--- src/rtl/blockd_stream_router.sv ---
// Stream router: one rdy/vld input fanned out to N_CH FWFT channel FIFOs by
// destination, round-robin or broadcast, with a req/ack flush handshake.
module blockd_stream_router #(
    parameter int N_CH  = 4,
    parameter int DW    = 32,
    parameter int DEPTH = 4,
    parameter int DSTW  = 4
) (
    input  logic                               clk,
    input  logic                               rst,
    input  logic [1:0]                         mode,
    input  logic                               in_vld,
    output logic                               in_rdy,
    input  logic [DW-1:0]                      in_data,
    input  logic [DSTW-1:0]                    in_dest,
    output logic [N_CH-1:0]                    out_vld,
    input  logic [N_CH-1:0]                    out_rdy,
    output logic [N_CH*DW-1:0]                 out_data,
    input  logic                               flush_req,
    output logic                               flush_ack,
    output logic [N_CH*$clog2(DEPTH+1)-1:0]    occ,
    output logic [15:0]                        drop_cnt
);

    localparam int OW = $clog2(DEPTH + 1);
    localparam int AW = $clog2(DEPTH);
    localparam int PW = $clog2(N_CH);
    localparam logic [OW-1:0] FULL_CNT = OW'(DEPTH);
    localparam logic [PW-1:0] PTR_LAST = PW'(N_CH - 1);

    typedef enum logic [1:0] {
        IDLE  = 2'd0,
        DRAIN = 2'd1,
        ACK   = 2'd2
    } state_t;

    state_t          state, state_nxt;
    logic [PW-1:0]   rr_ptr;
    logic [15:0]     drops;
    logic [N_CH-1:0] full, nonempty, tgt, push, pop;
    logic            rdy, drop, accept, all_empty;

    assign all_empty = ~|nonempty;

    // Target selection; readiness looks only at registered fullness, never at a same-cycle pop.
    always_comb begin
        tgt  = '0;
        rdy  = 1'b0;
        drop = 1'b0;
        if (!rst && state == IDLE) begin
            case (mode)
                2'd0: begin
                    if (int'(in_dest) < N_CH) begin
                        for (int i = 0; i < N_CH; i++) begin
                            if (in_dest == DSTW'(i)) begin
                                tgt[i] = 1'b1;
                                rdy    = !full[i];
                            end
                        end
                    end else begin
                        rdy  = 1'b1;
                        drop = 1'b1;
                    end
                end
                2'd1: begin
                    for (int i = 0; i < N_CH; i++) begin
                        if (rr_ptr == PW'(i)) begin
                            tgt[i] = 1'b1;
                            rdy    = !full[i];
                        end
                    end
                end
                2'd2: begin
                    tgt = '1;
                    rdy = ~|full;
                end
                default: ;
            endcase
        end
    end

    assign in_rdy = rdy;
    assign accept = in_vld & rdy;
    assign push   = tgt & {N_CH{accept}};
    assign pop    = nonempty & out_rdy;

    for (genvar g = 0; g < N_CH; g++) begin : g_ch
        logic [DW-1:0] mem [DEPTH];
        logic [AW-1:0] rd_ptr, wr_ptr;
        logic [OW-1:0] count;

        always_ff @(posedge clk) begin
            if (rst) begin
                rd_ptr <= '0;
                wr_ptr <= '0;
                count  <= '0;
            end else begin
                if (push[g]) begin
                    mem[wr_ptr] <= in_data;
                    wr_ptr      <= wr_ptr + 1'b1;
                end
                if (pop[g]) begin
                    rd_ptr <= rd_ptr + 1'b1;
                end
                if (push[g] && !pop[g]) begin
                    count <= count + 1'b1;
                end else if (!push[g] && pop[g]) begin
                    count <= count - 1'b1;
                end
            end
        end

        assign full[g]               = (count == FULL_CNT);
        assign nonempty[g]           = (count != '0);
        assign out_vld[g]            = nonempty[g];
        assign out_data[g*DW +: DW]  = mem[rd_ptr];
        assign occ[g*OW +: OW]       = count;
    end

    // The RR pointer only moves on RR accepts, so it survives excursions into other modes.
    always_ff @(posedge clk) begin
        if (rst) begin
            rr_ptr <= '0;
            drops  <= '0;
        end else begin
            if (accept && mode == 2'd1) begin
                rr_ptr <= (rr_ptr == PTR_LAST) ? '0 : rr_ptr + 1'b1;
            end
            if (accept && drop && drops != 16'hFFFF) begin
                drops <= drops + 1'b1;
            end
        end
    end

    assign drop_cnt = drops;

    always_ff @(posedge clk) begin
        if (rst) begin
            state <= IDLE;
        end else begin
            state <= state_nxt;
        end
    end

    always_comb begin
        state_nxt = state;
        case (state)
            IDLE:    if (flush_req) state_nxt = DRAIN;
            DRAIN:   if (all_empty) state_nxt = ACK;
            ACK:     if (!flush_req) state_nxt = IDLE;
            default: state_nxt = IDLE;
        endcase
    end

    assign flush_ack = (state == ACK);

endmodule

--- config.mk ---
export PLATFORM = sky130hd
export DESIGN_NAME = blockd_stream_router
export DESIGN_NICKNAME = d
export VERILOG_FILES = /design/src/rtl/blockd_stream_router.sv
export SDC_FILE = /design/constraint.sdc
export NUM_CORES = 1
export LEC_CHECK = 0
export BUFFER_PORTS_ARGS = -buffer_cell sky130_fd_sc_hd__buf_2
export CAP_MARGIN = 20
export CORE_ASPECT_RATIO = 0.8
export CORE_UTILIZATION = 38
export DETAILED_ROUTE_END_ITERATION = 8
export MAX_ROUTING_LAYER = met4
export PLACE_DENSITY = 0.62
export SYNTH_ARGS = -nofsm -noshare
export SYNTH_HDL_FRONTEND = slang
export SYNTH_SLANG_ARGS = --single-unit
--- constraint.sdc ---
create_clock -name clk -period 4.2 [get_ports clk]
set_input_delay 0.84 -clock clk [delete_from_list [all_inputs] [get_ports clk]]
set_output_delay 0.84 -clock clk [all_outputs]
set_load 0.02 [all_outputs]
==> summary.txt <==
Run status
  – Status: complete, no violations

Clock network
  – Clk buf depth: 3
  – Clk Latency, worst-skew pair: 600 ps
  – Clock sink count: 568
  – Root buf cell: clkbuf_16
  – Hold buffers post-CTS: 0
  – Worst-path clk slew: 60 ps
  – H-tree depth: 2
  – Setup bufs post-CTS: 0
  – CTS Buf Count: 55
  – # resized after CTS: 0
  – CTS tree: built

Synthesis
  – Register area share after synthesis: 76.4%
  – Synth cell types: 51
  – Number of synthesized flops with an enable pin: 512
  – Mapped Area: 21600 sq um
  – Avg Cell Area, Syn: 21.2 sq um
  – Async SR Flop Fraction: 0%
  – Synthesized Nets: 1095
  – Yosys reg bits: around 570
  – Dominant synthesized flop cell: edfxtp_1
  – Yosys warnings: 0
  – Synthesized instance count: 1020

Global route
  – All-Layer GR Usage: approximately 17%
  – Grt ovf: 0
  – Vias in the first global route: 10800
  – First-pass GRT wire length: 70400 microns
  – Largest net degree at the start of global routing: 59
  – Antenna violations before repair: 2

Setup path
  – Critical-path maximum fanout: 5
  – Worst-path cell chain: nor3b_1, mux2i_1, o221ai_1, a221oi_1, buf_2
  – Bufs and invs on worst path: 1
  – Crit Reg-Reg Startpoint: g_ch[3].count[0]
  – Worst-case reg-to-reg path depth: 10
  – Crit path kind: reg -> out
  – Critical path required time: 3360 ps
  – Setup crit end kind: primary output
  – Critical path's slowest cell: nor3b_1
  – Worst Setup Start Kind: flop
  – Worst EP arrival: 2910 ps
  – Top delay family on crit path: compound AO/OA/AOI/OAI gates
  – CP peak stage delay: about 750 ps
  – Reg2Reg Setup Slack: 810 ps
  – R2R Path End: g_ch[3].count[2]

Placed design
  – Dpl hpwl: 28700 microns
  – Placer Congestion: 0.802
  – IO buf count: between 200 and 250

Timing
  – Unrepaired setup endpoints after global routing: false
  – Final setup viols: 0
  – Max Clock Skew: ~12 ps
  – Final hold vios: 0
  – FMAX: 267 MHz
  – Final worst path period need: roughly 3700 ps
  – Min Hold Slack: 498 ps
  – Fin crit share: 89.2%
  – Pins Over Slew Limit: 0
  – Setup TNS: 0 ps
  – Worst-Margin Slew: 1140 ps
  – Slew margin rel.: around a quarter

Min path
  – Hold Path End: drop_cnt[9]
  – Worst hold start: drop_cnt[9]
  – Hold crit path type: reg -> reg
  – Worst hold stages: 2

Detailed routing
  – Initial drt markers: 827
  – Antenna viol nets, final: 0
  – Drc violations: 0
  – First drt pass iteration count: 5
  – Detailed Route WL: about 47000 microns
  – Routed vias: approximately 11000
  – Via density: 5.12
  – Avg WL per Cell: 22.9 microns

Floorplanning
  – I/O pins: ~210
  – Die footprint: 57800 sq um
  – Row count: 77
  – Die height: 215 microns
  – Die Span X: 269 microns
  – Placeable core area: 55700 sq um
  – Initial Util: between 30% and 40%

Flow run
  – MaxCap Viol Count: 0

Pwr
  – Pleak: 8.33 nW
  – Pwr Density: 552 nW/um^2
  – VDD IR max: 0.346 mV

Final layout
  – Share of layout cells above drive strength 1: 36.3%
  – Area delta synth->final: 18.0%
  – Nets: 1347
layout by cell type, fill, tap and decap left out, types with 5 or more instances in the layout:
cell type and count:
o21ai_0 8, nand2_1 10, and2_2 16, or3_1 12, nand2b_1 17, xnor2_1 9
clkbuf_16 55, ha_1 25, dfxtp_2 5, mux4_2 128, clkbuf_1 12, clkinv_2 9
nor4_1 5, a21oi_1 15, nor2_1 41, inv_1 22, buf_4 15, nand3_1 13
clkinv_1 14, mux2i_1 16, buf_12 11, xor2_1 16, a211oi_1 6, dfxtp_1 48
edfxtp_1 512, buf_2 207
power breakdown:
group          leakage, nW  switching, W  internal (W)
Combinational         2.44       0.00144       0.00113
Clock                0.825       0.00204       0.00265
Sequential            5.07      0.000417       0.00637
registers in the layout, summed over array words and instances (netlist names), named ones only:
register     count
g_ch.mem       512
drop_cnt        16
g_ch.count      12
g_ch.rd_ptr      8
g_ch.wr_ptr      8
rr_ptr           2
state            2
worst max-delay path by stage:
stage / endpoint / depth (start not counted) / from
floorplan: g_ch[0].count[2] / 10 / rst
global placement: g_ch[2].count[2] / 11 / rst
detailed placement: g_ch[1].count[2] / 11 / rst
CTS: in_rdy / 5 / g_ch[3].count[0]
global route: in_rdy / 5 / g_ch[3].count[0]
finish: in_rdy / 5 / g_ch[3].count[0]
metal layers:
| layer | up-vias | global-route usage (%) | wire length, microns |
|---|---|---|---|
| met1 | 5599 | 24.1 | 21600 |
| li1 | 4676 | - | - |
| met5 | - | - | 0 |
| met3 | 51 | 3.01 | 2420 |
| met4 | 0 | 4.20 | 769 |
| met2 | 254 | 26.1 | 22500 |
cell usage after synthesis (all sizes together) (2+ instances only):
library cell	count	share of area [%]
nor4	5	0.14
nor2	41	0.71
xnor2	9	0.37
mux4	128	13
o21ai	8	0.19
a211oi	6	0.21
clkbuf	21	0.46
nand2b	17	0.49
or4b	3	0.16
fa	4	0.37
or3	14	0.42
inv	22	0.38
a21oi	15	0.35
mux2i	16	0.74
nor3	2	0.046
ha	25	1.4
a211o	6	0.27
nand4	2	0.058
dfxtp	56	5.2
o211ai	4	0.23
nand3	13	0.30
a22o	3	0.12
a2111o	2	0.10
buf	16	0.28
nor3b	4	0.14
and2	16	0.49
nand3b	2	0.070
xor2	16	0.65
nand2	10	0.17
a2111oi	4	0.16
or3b	2	0.081
edfxtp	512	71
or2	2	0.058
or4	2	0.070
cell families after synthesis:
kind of cell    count (synthesis)  share of synthesized area, %
compound gates                 53                          1.84
xor+xnor                       25                          1.01
buf+inv                        60                          1.18
simple gates                  140                          3.59
fa+ha+maj                      29                          1.82
mux                           145                          14.2
flops                         568                          76.4
final cells by class:
type / count / area [sq um]
Antenna cell: 1 / 2.50
Timing Repair Buffer: 233 / 1370
Clock buffer: 67 / 1420
Clock inverter: 35 / 288
Fill cell: 4759 / 30200
Tap cell: 750 / 938
Multi-Input combinational cell: 392 / 4860
Inverter: 22 / 82.6
Sequential cell: 568 / 16500
worst reg2reg max path, stage by stage, from the launching register on:
cell and delay (ps):
dfxtp_1 360, nor3b_1 750, mux2i_1 180, o221ai_1 610, o211ai_2 310, ha_1 330, inv_1 80, fa_1 180
xor2_1 80, or3_1 310, a21oi_1 130
through the flow:
| step | instances | setup WS (ps) | util, % | total power [W] | instance area (sq um) |
|---|---|---|---|---|---|
| 2_1_floorplan | 1020 | 754 | - | 0.00850 | 21600 |
| 3_3_place_gp | 1965 | 470 | 42.7 | 0.00952 | 23800 |
| 3_5_place_dp | 1965 | 399 | 42.7 | 0.00955 | 23800 |
| 4_1_cts | 2067 | 501 | 45.7 | 0.0143 | 25500 |
| 5_1_grt | 2068 | 342 | 45.7 | 0.0146 | 25500 |
| 6_report | 2068 | 454 | 45.7 | 0.0141 | 25500 |
Note: power is estimated with default switching activity, not from simulation.
